### src/rtl/operand_fetch_pkg.sv
// Shared types for the operand-fetch stage: register names and stage FSM states.
package operand_fetch_pkg;

    localparam int unsigned REG_COUNT = 32;
    localparam int unsigned REG_IDX_W = $clog2(REG_COUNT);

    typedef logic [REG_IDX_W-1:0] regName_t;

    typedef enum logic [1:0] {
        OF_IDLE,
        OF_READ,
        OF_HOLD
    } of_state_t;

endpackage

### src/rtl/operand_fetch_bypass.sv
// operand_bypass: per-operand priority mux that picks between x0, the live
// writeback, a writeback captured on the accept edge, and register-file data.
module operand_bypass
    import operand_fetch_pkg::*;
#(
    parameter int unsigned DATA_WIDTH = 32
) (
    input  regName_t              rs_i,
    input  logic                  wb_wen_i,
    input  regName_t              wb_rd_i,
    input  logic [DATA_WIDTH-1:0] wb_data_i,
    input  logic                  byp_hit_i,
    input  logic [DATA_WIDTH-1:0] byp_d_i,
    input  logic [DATA_WIDTH-1:0] rf_data_i,
    output logic [DATA_WIDTH-1:0] op_o
);

    // Youngest value wins: live writeback, then the write missed by the RF read, then RF.
    always_comb begin
        op_o = rf_data_i;
        if (rs_i == '0) begin
            op_o = '0;
        end else if (wb_wen_i && (wb_rd_i == rs_i)) begin
            op_o = wb_data_i;
        end else if (byp_hit_i) begin
            op_o = byp_d_i;
        end
    end

endmodule

### src/rtl/operand_fetch.sv
// operand_fetch: decode-to-execute stage. Drives synchronous-read RF addresses,
// absorbs the one-cycle read latency, bypasses writebacks and holds operands
// while execute stalls.
// Optional: define OPERAND_FETCH_STALL_CNT_EN to add the 32-bit stall_cnt output.
module operand_fetch
    import operand_fetch_pkg::*;
#(
    parameter int unsigned DATA_WIDTH = 32,
    parameter int unsigned CTRL_WIDTH = 16
) (
    input  logic                  clk,
    input  logic                  rstN,
    input  logic                  dec_valid,
    output logic                  dec_ready,
    input  regName_t              dec_rs1,
    input  regName_t              dec_rs2,
    input  regName_t              dec_rd,
    input  logic [DATA_WIDTH-1:0] dec_imm,
    input  logic [CTRL_WIDTH-1:0] dec_ctrl,
    output regName_t              rf_rs1,
    output regName_t              rf_rs2,
    input  logic [DATA_WIDTH-1:0] rf_a,
    input  logic [DATA_WIDTH-1:0] rf_b,
    input  logic                  wb_wen,
    input  regName_t              wb_rd,
    input  logic [DATA_WIDTH-1:0] wb_data,
    output logic                  ex_valid,
    input  logic                  ex_ready,
    output logic [DATA_WIDTH-1:0] ex_op_a,
    output logic [DATA_WIDTH-1:0] ex_op_b,
    output regName_t              ex_rd,
    output logic [DATA_WIDTH-1:0] ex_imm,
    output logic [CTRL_WIDTH-1:0] ex_ctrl
`ifdef OPERAND_FETCH_STALL_CNT_EN
    ,
    output logic [31:0]           stall_cnt
`endif
);

    of_state_t             state_q;
    logic                  ex_valid_q;
    regName_t              rs1_q, rs2_q, rd_q;
    logic [DATA_WIDTH-1:0] imm_q;
    logic [CTRL_WIDTH-1:0] ctrl_q;
    logic                  byp_hit1_q, byp_hit2_q;
    logic [DATA_WIDTH-1:0] byp_d1_q, byp_d2_q;
    logic [DATA_WIDTH-1:0] op_a_q, op_b_q;
    logic [DATA_WIDTH-1:0] op_a_d, op_b_d;
    logic [DATA_WIDTH-1:0] byp_a, byp_b;
    logic                  accept;

    // Ready is forced low while reset is asserted so nothing is accepted then.
    assign dec_ready = rstN & (~ex_valid_q | ex_ready);
    assign accept    = dec_valid & dec_ready;

    // Address the RF with the incoming instruction on accept, else keep tracking the held one.
    assign rf_rs1 = accept ? dec_rs1 : rs1_q;
    assign rf_rs2 = accept ? dec_rs2 : rs2_q;

    operand_bypass #(.DATA_WIDTH(DATA_WIDTH)) u_byp_a (
        .rs_i      (rs1_q),
        .wb_wen_i  (wb_wen),
        .wb_rd_i   (wb_rd),
        .wb_data_i (wb_data),
        .byp_hit_i (byp_hit1_q),
        .byp_d_i   (byp_d1_q),
        .rf_data_i (rf_a),
        .op_o      (byp_a)
    );

    operand_bypass #(.DATA_WIDTH(DATA_WIDTH)) u_byp_b (
        .rs_i      (rs2_q),
        .wb_wen_i  (wb_wen),
        .wb_rd_i   (wb_rd),
        .wb_data_i (wb_data),
        .byp_hit_i (byp_hit2_q),
        .byp_d_i   (byp_d2_q),
        .rf_data_i (rf_b),
        .op_o      (byp_b)
    );

    // Next held operands: snapshot of the bypass mux on entering hold, then writeback snooping.
    always_comb begin
        op_a_d = op_a_q;
        op_b_d = op_b_q;
        if (state_q == OF_READ) begin
            op_a_d = byp_a;
            op_b_d = byp_b;
        end else begin
            if (wb_wen && (wb_rd == rs1_q) && (rs1_q != '0)) op_a_d = wb_data;
            if (wb_wen && (wb_rd == rs2_q) && (rs2_q != '0)) op_b_d = wb_data;
        end
    end

    // Capture instruction fields and any writeback the RF read will miss, on accept.
    always_ff @(posedge clk or negedge rstN) begin
        if (!rstN) begin
            rs1_q      <= '0;
            rs2_q      <= '0;
            rd_q       <= '0;
            imm_q      <= '0;
            ctrl_q     <= '0;
            byp_hit1_q <= 1'b0;
            byp_hit2_q <= 1'b0;
            byp_d1_q   <= '0;
            byp_d2_q   <= '0;
        end else if (accept) begin
            rs1_q      <= dec_rs1;
            rs2_q      <= dec_rs2;
            rd_q       <= dec_rd;
            imm_q      <= dec_imm;
            ctrl_q     <= dec_ctrl;
            byp_hit1_q <= wb_wen && (wb_rd == dec_rs1) && (dec_rs1 != '0);
            byp_hit2_q <= wb_wen && (wb_rd == dec_rs2) && (dec_rs2 != '0);
            byp_d1_q   <= wb_data;
            byp_d2_q   <= wb_data;
        end
    end

    // Stage FSM: idle / first cycle on execute / holding stalled operands.
    always_ff @(posedge clk or negedge rstN) begin
        if (!rstN) begin
            state_q    <= OF_IDLE;
            ex_valid_q <= 1'b0;
            op_a_q     <= '0;
            op_b_q     <= '0;
        end else begin
            case (state_q)
                OF_IDLE: begin
                    if (accept) begin
                        state_q    <= OF_READ;
                        ex_valid_q <= 1'b1;
                    end
                end
                OF_READ, OF_HOLD: begin
                    if (!ex_ready) begin
                        state_q <= OF_HOLD;
                        op_a_q  <= op_a_d;
                        op_b_q  <= op_b_d;
                    end else if (accept) begin
                        state_q <= OF_READ;
                    end else begin
                        state_q    <= OF_IDLE;
                        ex_valid_q <= 1'b0;
                    end
                end
                default: begin
                    state_q    <= OF_IDLE;
                    ex_valid_q <= 1'b0;
                end
            endcase
        end
    end

    assign ex_valid = ex_valid_q;
    assign ex_op_a  = (state_q == OF_HOLD) ? op_a_q : byp_a;
    assign ex_op_b  = (state_q == OF_HOLD) ? op_b_q : byp_b;
    assign ex_rd    = rd_q;
    assign ex_imm   = imm_q;
    assign ex_ctrl  = ctrl_q;

`ifdef OPERAND_FETCH_STALL_CNT_EN
    logic [31:0] stall_cnt_q;

    // Count cycles where execute is offered operands but does not take them.
    always_ff @(posedge clk or negedge rstN) begin
        if (!rstN) begin
            stall_cnt_q <= '0;
        end else if (ex_valid_q && !ex_ready) begin
            stall_cnt_q <= stall_cnt_q + 32'd1;
        end
    end

    assign stall_cnt = stall_cnt_q;
`else
    // Stall counter not built.
`endif

endmodule

### config.mk
export PLATFORM = sky130hd
export DESIGN_NAME = operand_fetch
export DESIGN_NICKNAME = d
export VERILOG_FILES = /design/src/rtl/operand_fetch_pkg.sv /design/src/rtl/operand_fetch_bypass.sv /design/src/rtl/operand_fetch.sv
export SDC_FILE = /design/constraint.sdc
export NUM_CORES = 1
export LEC_CHECK = 0
export CORE_ASPECT_RATIO = 1.5
export CORE_MARGIN = 2
export CORE_UTILIZATION = 45
export DETAILED_ROUTE_END_ITERATION = 10
export PLACE_DENSITY = 0.74
export SYNTH_ARGS = -nofsm -noshare
export SYNTH_HDL_FRONTEND = slang
export SYNTH_HIERARCHICAL = 1
export SYNTH_SLANG_ARGS = --single-unit
### constraint.sdc
create_clock -name clk -period 2.4 [get_ports clk]
set_input_delay 0.48 -clock clk [delete_from_list [all_inputs] [get_ports clk]]
set_output_delay 0.48 -clock clk [all_outputs]
set_load 0.05 [all_outputs]
# Word level (Yosys, flattened, before mapping)
# Cells that the tools add are included.
# op_classes
muxes	22
n_bitwise	5
n_reduce_logical	21
n_eq_ne	9
# ops
operator	count
32-bit 2-to-1 mux	12
5-bit == test	4
5-bit nonzero test	4
5-bit zero test	2
5-bit 2-to-1 mux	2
3-bit AND reduction	3
1-bit logical AND	8
2-bit inequality test, second input constant	3
1-bit 2-to-1 mux	4
2-bit 2-to-1 mux	2
2-bit one-hot mux with 2 select lines	1
2-bit nonzero test	2
1-bit AND	2
2-bit by 1-bit == test with 1-bit output, second input constant	1
2-bit == test, second input constant	1
2-bit zero test	1
1-bit NOT	2
1-bit one-hot mux with 2 select lines	1
2-bit OR reduction	1
1-bit OR	1
# word_totals
ff_bits	164
output_inout_bits	129
word_cells	69
in_bits	169

# Longest topological paths before layout
# depth
depth_word	7
ltp_mapped	10
depth_no_buf	8

# Cells and area by module
# Netlist, hierarchy kept.
# by_module_without_submodules
mod	instances	area_per_inst_um2	cells_each
operand_fetch	1	10427.5	1039
operand_bypass	2	882.1	124

# Least setup slack after synthesis
# No wires, ideal clock.
# synth_timing
path_kind	reg-to-output
startpoint	reg ex_valid_q (netlist: ex_valid)
endpoint	out rf_rs1[0]
arrival_ns	1.809
setup_slack_ns	0.111
stages_incl_launch_ff	6
path_buffers	2
path_cell_list	dfrtp_1 -> inv_1 -> o211ai_2 -> buf_2 -> buf_4 -> mux2_2
# synth_via
elab_chain_cells	5
# synth_rtl
item	line_no	text
start: declaration	operand_fetch.sv:41	logic ex_valid_q;
start signal: assignment	operand_fetch.sv:124	ex_valid_q <= 1'b0;
start signal: assignment	operand_fetch.sv:132	ex_valid_q <= 1'b1;
start signal: assignment	operand_fetch.sv:144	ex_valid_q <= 1'b0;
1-bit NOT	operand_fetch.sv:53	assign dec_ready = rstN & (~ex_valid_q | ex_ready);
1-bit OR	operand_fetch.sv:53	
1-bit AND	operand_fetch.sv:53	
1-bit AND	operand_fetch.sv:54	assign accept = dec_valid & dec_ready;
5-bit 2-to-1 mux	n/a	
end: declaration	operand_fetch.sv:20	output regName_t rf_rs1,
# No other way between the ends.

# Final worst setup path
# layout_timing
startpoint	reg rs2_q[4]
endpoint	out ex_op_b[21]
# layout_via
elab_chain_cells	5
elab_cells_between_ends	6
classes_between	eq/ne (1); mux (3); reduce/logical (2)
# layout_rtl
item	line_no	text
start: declaration	operand_fetch.sv:42	regName_t rs1_q, rs2_q, rd_q;
start signal: assignment	operand_fetch.sv:109	rs2_q <= dec_rs2;
5-bit == test	operand_fetch_bypass.sv:23	end else if (wb_wen_i && (wb_rd_i == rs_i)) begin
1-bit logical AND	operand_fetch_bypass.sv:23	
32-bit 2-to-1 mux	operand_fetch_bypass.sv:23	
32-bit 2-to-1 mux *	operand_fetch_bypass.sv:21	if (rs_i == '0) begin
net byp_b[21]	operand_fetch.sv:49	logic [DATA_WIDTH-1:0] byp_a, byp_b;
32-bit 2-to-1 mux *	operand_fetch.sv:157	assign ex_op_b = (state_q == OF_HOLD) ? op_b_q : byp_b;
end: declaration	operand_fetch.sv:30	output logic [DATA_WIDTH-1:0] ex_op_b,
# The timed path passes the listed nets; every way through them passes the cells marked *.

==> run summary <==
outcome: finished with violations
failing checks: setup timing
final WL: 47100 um
# nets final: 1770
Synth Cell Area: 0.0122 mm2
Crit Path Class: reg -> out
total number of yosys warnings: 6
Routability Congestion: 0.929
number of distinct library cells after synthesis: 39
Final period util: 118%
register area share after synthesis: 33.7%
crit path DAT: 2350 ps
H-Tree Depth: 4
Slew HR: 37.5%
Clock Path Buffers: 2
PwrDens: 1060 mW/mm2
Layout area overhead: 53.4%
Diodes inserted: 0
pre-CTS WS: -729 ps
Vias/cell: 6.45
CTS Sinks: 164
row cnt: 73
hpwl dp: 30500 um
CTS Hold Bufs: 0
placed inst area: 0.0160 mm2
# IOs: 298
Setup WS post-layout: -426 ps
synthesized instance count: 1287
drt drc: 0
Tmin final: 2830 ps
worst vdd ir: 780 uV
syn_nets: 1460
CP required: 1920 ps
crit path buf inv count: 4
Final ANT Viol Nets: 0
Final Hold Fails: 0
fin. max-slew vios: 0
worst hold path class: in -> async
gr ovfl total: 0
routed vias: 12555
CP max stage cell: dfrtp_1
area share of the largest cell type after synthesis: 33.7%
Inst Count DP: 1906
Crit. End Element: primary output
Num CTS Buffers: 17
Design Area, Final: 0.0187 mm2
crit path launch type: flip-flop
DR WL/cell: 24.2 um
crit path cell chain: xnor2_1 > nand4_1 > buf_6 > or2_4 > buf_6 > clkbuf_16 > a21oi_4 > mux2_4 > buf_8
layout cells sized above 1: 37.2%
die extent in y: 206 um
critical path's largest stage delay: 410 ps
initial drt markers: 1034
RSZ-0062 raised after global routing: true
Avg Cell Area, Syn: 9.47 um2
pin count of the biggest net entering global routing: 165
crit path max fanout: 5
MaxCap Viol Count: 0
vias in the first global route: 13179
die area: 0.0285 mm2
ranking of synthesized cells by area: dfrtp_1 34%, mux2_2 15%, a221oi_2 7.4%
Final setup violation count: 64
Die W: 138 um
initial antenna violation count: 0
Tot Pwr: 19.8 mW
most used cell, CP: buf_6
clk slew on worst S/H paths: 80 ps
post-synthesis register bit count: 164
Yosys top cell by area: dfrtp_1
Final Instance Count excl. Fillers: 1947
Clock Skews: 8.14 ps
family with the most delay on the worst path: buffers and inverters
static leakage power: 6.46 nW
Peak Freq: 354 MHz
DRT Pass-1 Iters: 5
Root Driver: clkbuf_16
worst-margin pin slew: 937 ps
initial core utilization: 45.9%
insertion delay to the later sink of the worst-skew pair: 450 ps
port buffer count: 297
Core Footprint: 0.0266 mm2
GRT Util Overall: 31.7%
CTS tree: built
first-pass GRT wire length: 71600 um
-- worst paths after layout --
check,startpoint,to,slack [ps],cells after the start
setup / recovery,rs2_q[4]$_DFF_PN0_,ex_op_b[21],-430,9
hold / removal,rstN,byp_hit1_q$_DFFE_PN0P_,270,2
setup reg to reg,rs2_q[4]$_DFF_PN0_,op_b_q[21]$_DFFE_PN0P_,150,12
hold reg to reg,ex_imm[21]$_DFFE_PN0P_,ex_imm[21]$_DFFE_PN0P_,510,1
max in group asynchronous,rstN,byp_hit2_q$_DFFE_PN0P_,1470,2
min in group clk,ex_imm[21]$_DFFE_PN0P_,ex_imm[21]$_DFFE_PN0P_,510,1
-- cells in the final DEF, fill, tap and decap left out, types with 55 or more instances in the layout --
master	synthesis	layout
mux2i_1	65	65
nand4_1	66	66
nor3_1	70	69
mux2_2	159	114
o21ai_0	64	64
a21oi_1	131	74
buf_4	7	87
clkdlybuf4s50_1	0	215
a221oi_2	60	60
dfrtp_1	164	162
nand2_1	75	73
nand3_1	69	69
o31ai_4	0	55
-- report_power, final --
part	total (mW)	leakage [nW]	switching, mW	internal, mW
clock network	2.74	0.271	1.37	1.38
logic	13.2	4.44	7.87	5.29
registers	3.87	1.75	0.484	3.39
-- sequential cells by signal, indices dropped and copies added (netlist names), 5 cells and up --
signal	cells
byp_d2_q	32
ex_ctrl	16
ex_imm	32
ex_rd	5
op_a_q	32
op_b_q	32
rs1_q	5
rs2_q	5
-- routing by layer --
metal / global-route usage, % / vias up / routed length, um
li1: - / 5476 / -
met1: 34.2 / 6212 / 16600
met5: 0 / - / 0
met4: 20.8 / 0 / 2860
met3: 6.45 / 199 / 3200
met2: 56.6 / 668 / 24400
-- kinds of logic after synthesis --
family / share of synthesized area (%)
DFF: 33.7
and+or+nand+nor: 17.6
AOI/OAI and AO/OA: 20.5
muxes: 20.0
xor gates and xnor gates: 1.87
adders and majority gates: 0.411
buffers and inverters: 6.01
-- synth_stat cells --
cell type / n
nor4_2: 2
a21oi_1: 131
or2_1: 4
nor3_1: 70
o21a_4: 2
o21ai_0: 64
a21boi_0: 1
xor2_1: 6
o21ai_2: 1
nor2b_1: 34
buf_4: 7
a221oi_1: 4
nor2_1: 3
nand2b_1: 32
mux2_2: 159
and2b_1: 30
nor4_1: 2
buf_1: 5
o22a_1: 1
o21ai_1: 1
clkbuf_1: 51
ha_1: 4
nand2b_4: 1
buf_6: 12
mux2i_1: 65
inv_1: 3
nand3_1: 69
nand4_1: 66
xnor2_1: 20
buf_2: 64
and3_1: 2
o31ai_1: 67
a221oi_2: 60
o211ai_2: 1
inv_2: 1
o21a_1: 1
and2_1: 2
nand2_1: 75
dfrtp_1: 164
-- through the flow --
| stage | TNS (ps) | utilization [%] | hold slack [ps] |
|---|---|---|---|
| after detailed placement | -64730 | 60.3 | 493 |
| after global placement | -57470 | 60.3 | 486 |
| final | -24280 | 70.4 | 274 |
| after CTS | -21490 | 67.8 | 318 |
| after floorplan | 0 | - | 184 |
| after global routing | -27470 | 70.4 | 361 |
-- cell type report --
| class | count | area (um2) |
|---|---|---|
| multi-input cells | 980 | 8870 |
| fillers | 1871 | 7870 |
| repair buffers | 430 | 4730 |
| flip-flops and latches | 164 | 4110 |
| clock buffers | 18 | 429 |
| well taps | 337 | 422 |
| clock inverters | 14 | 135 |
| inverters | 4 | 15.0 |
-- what timing repair did --
action	in CTS	in global routing
setup buffers	3	4
endpoints found under the hold margin	0	0
pin swaps	7	24
cloned	1	1
setup endpoints to repair	72	74
resized for setup	305	106
Note: power is estimated with default switching activity, not from simulation.
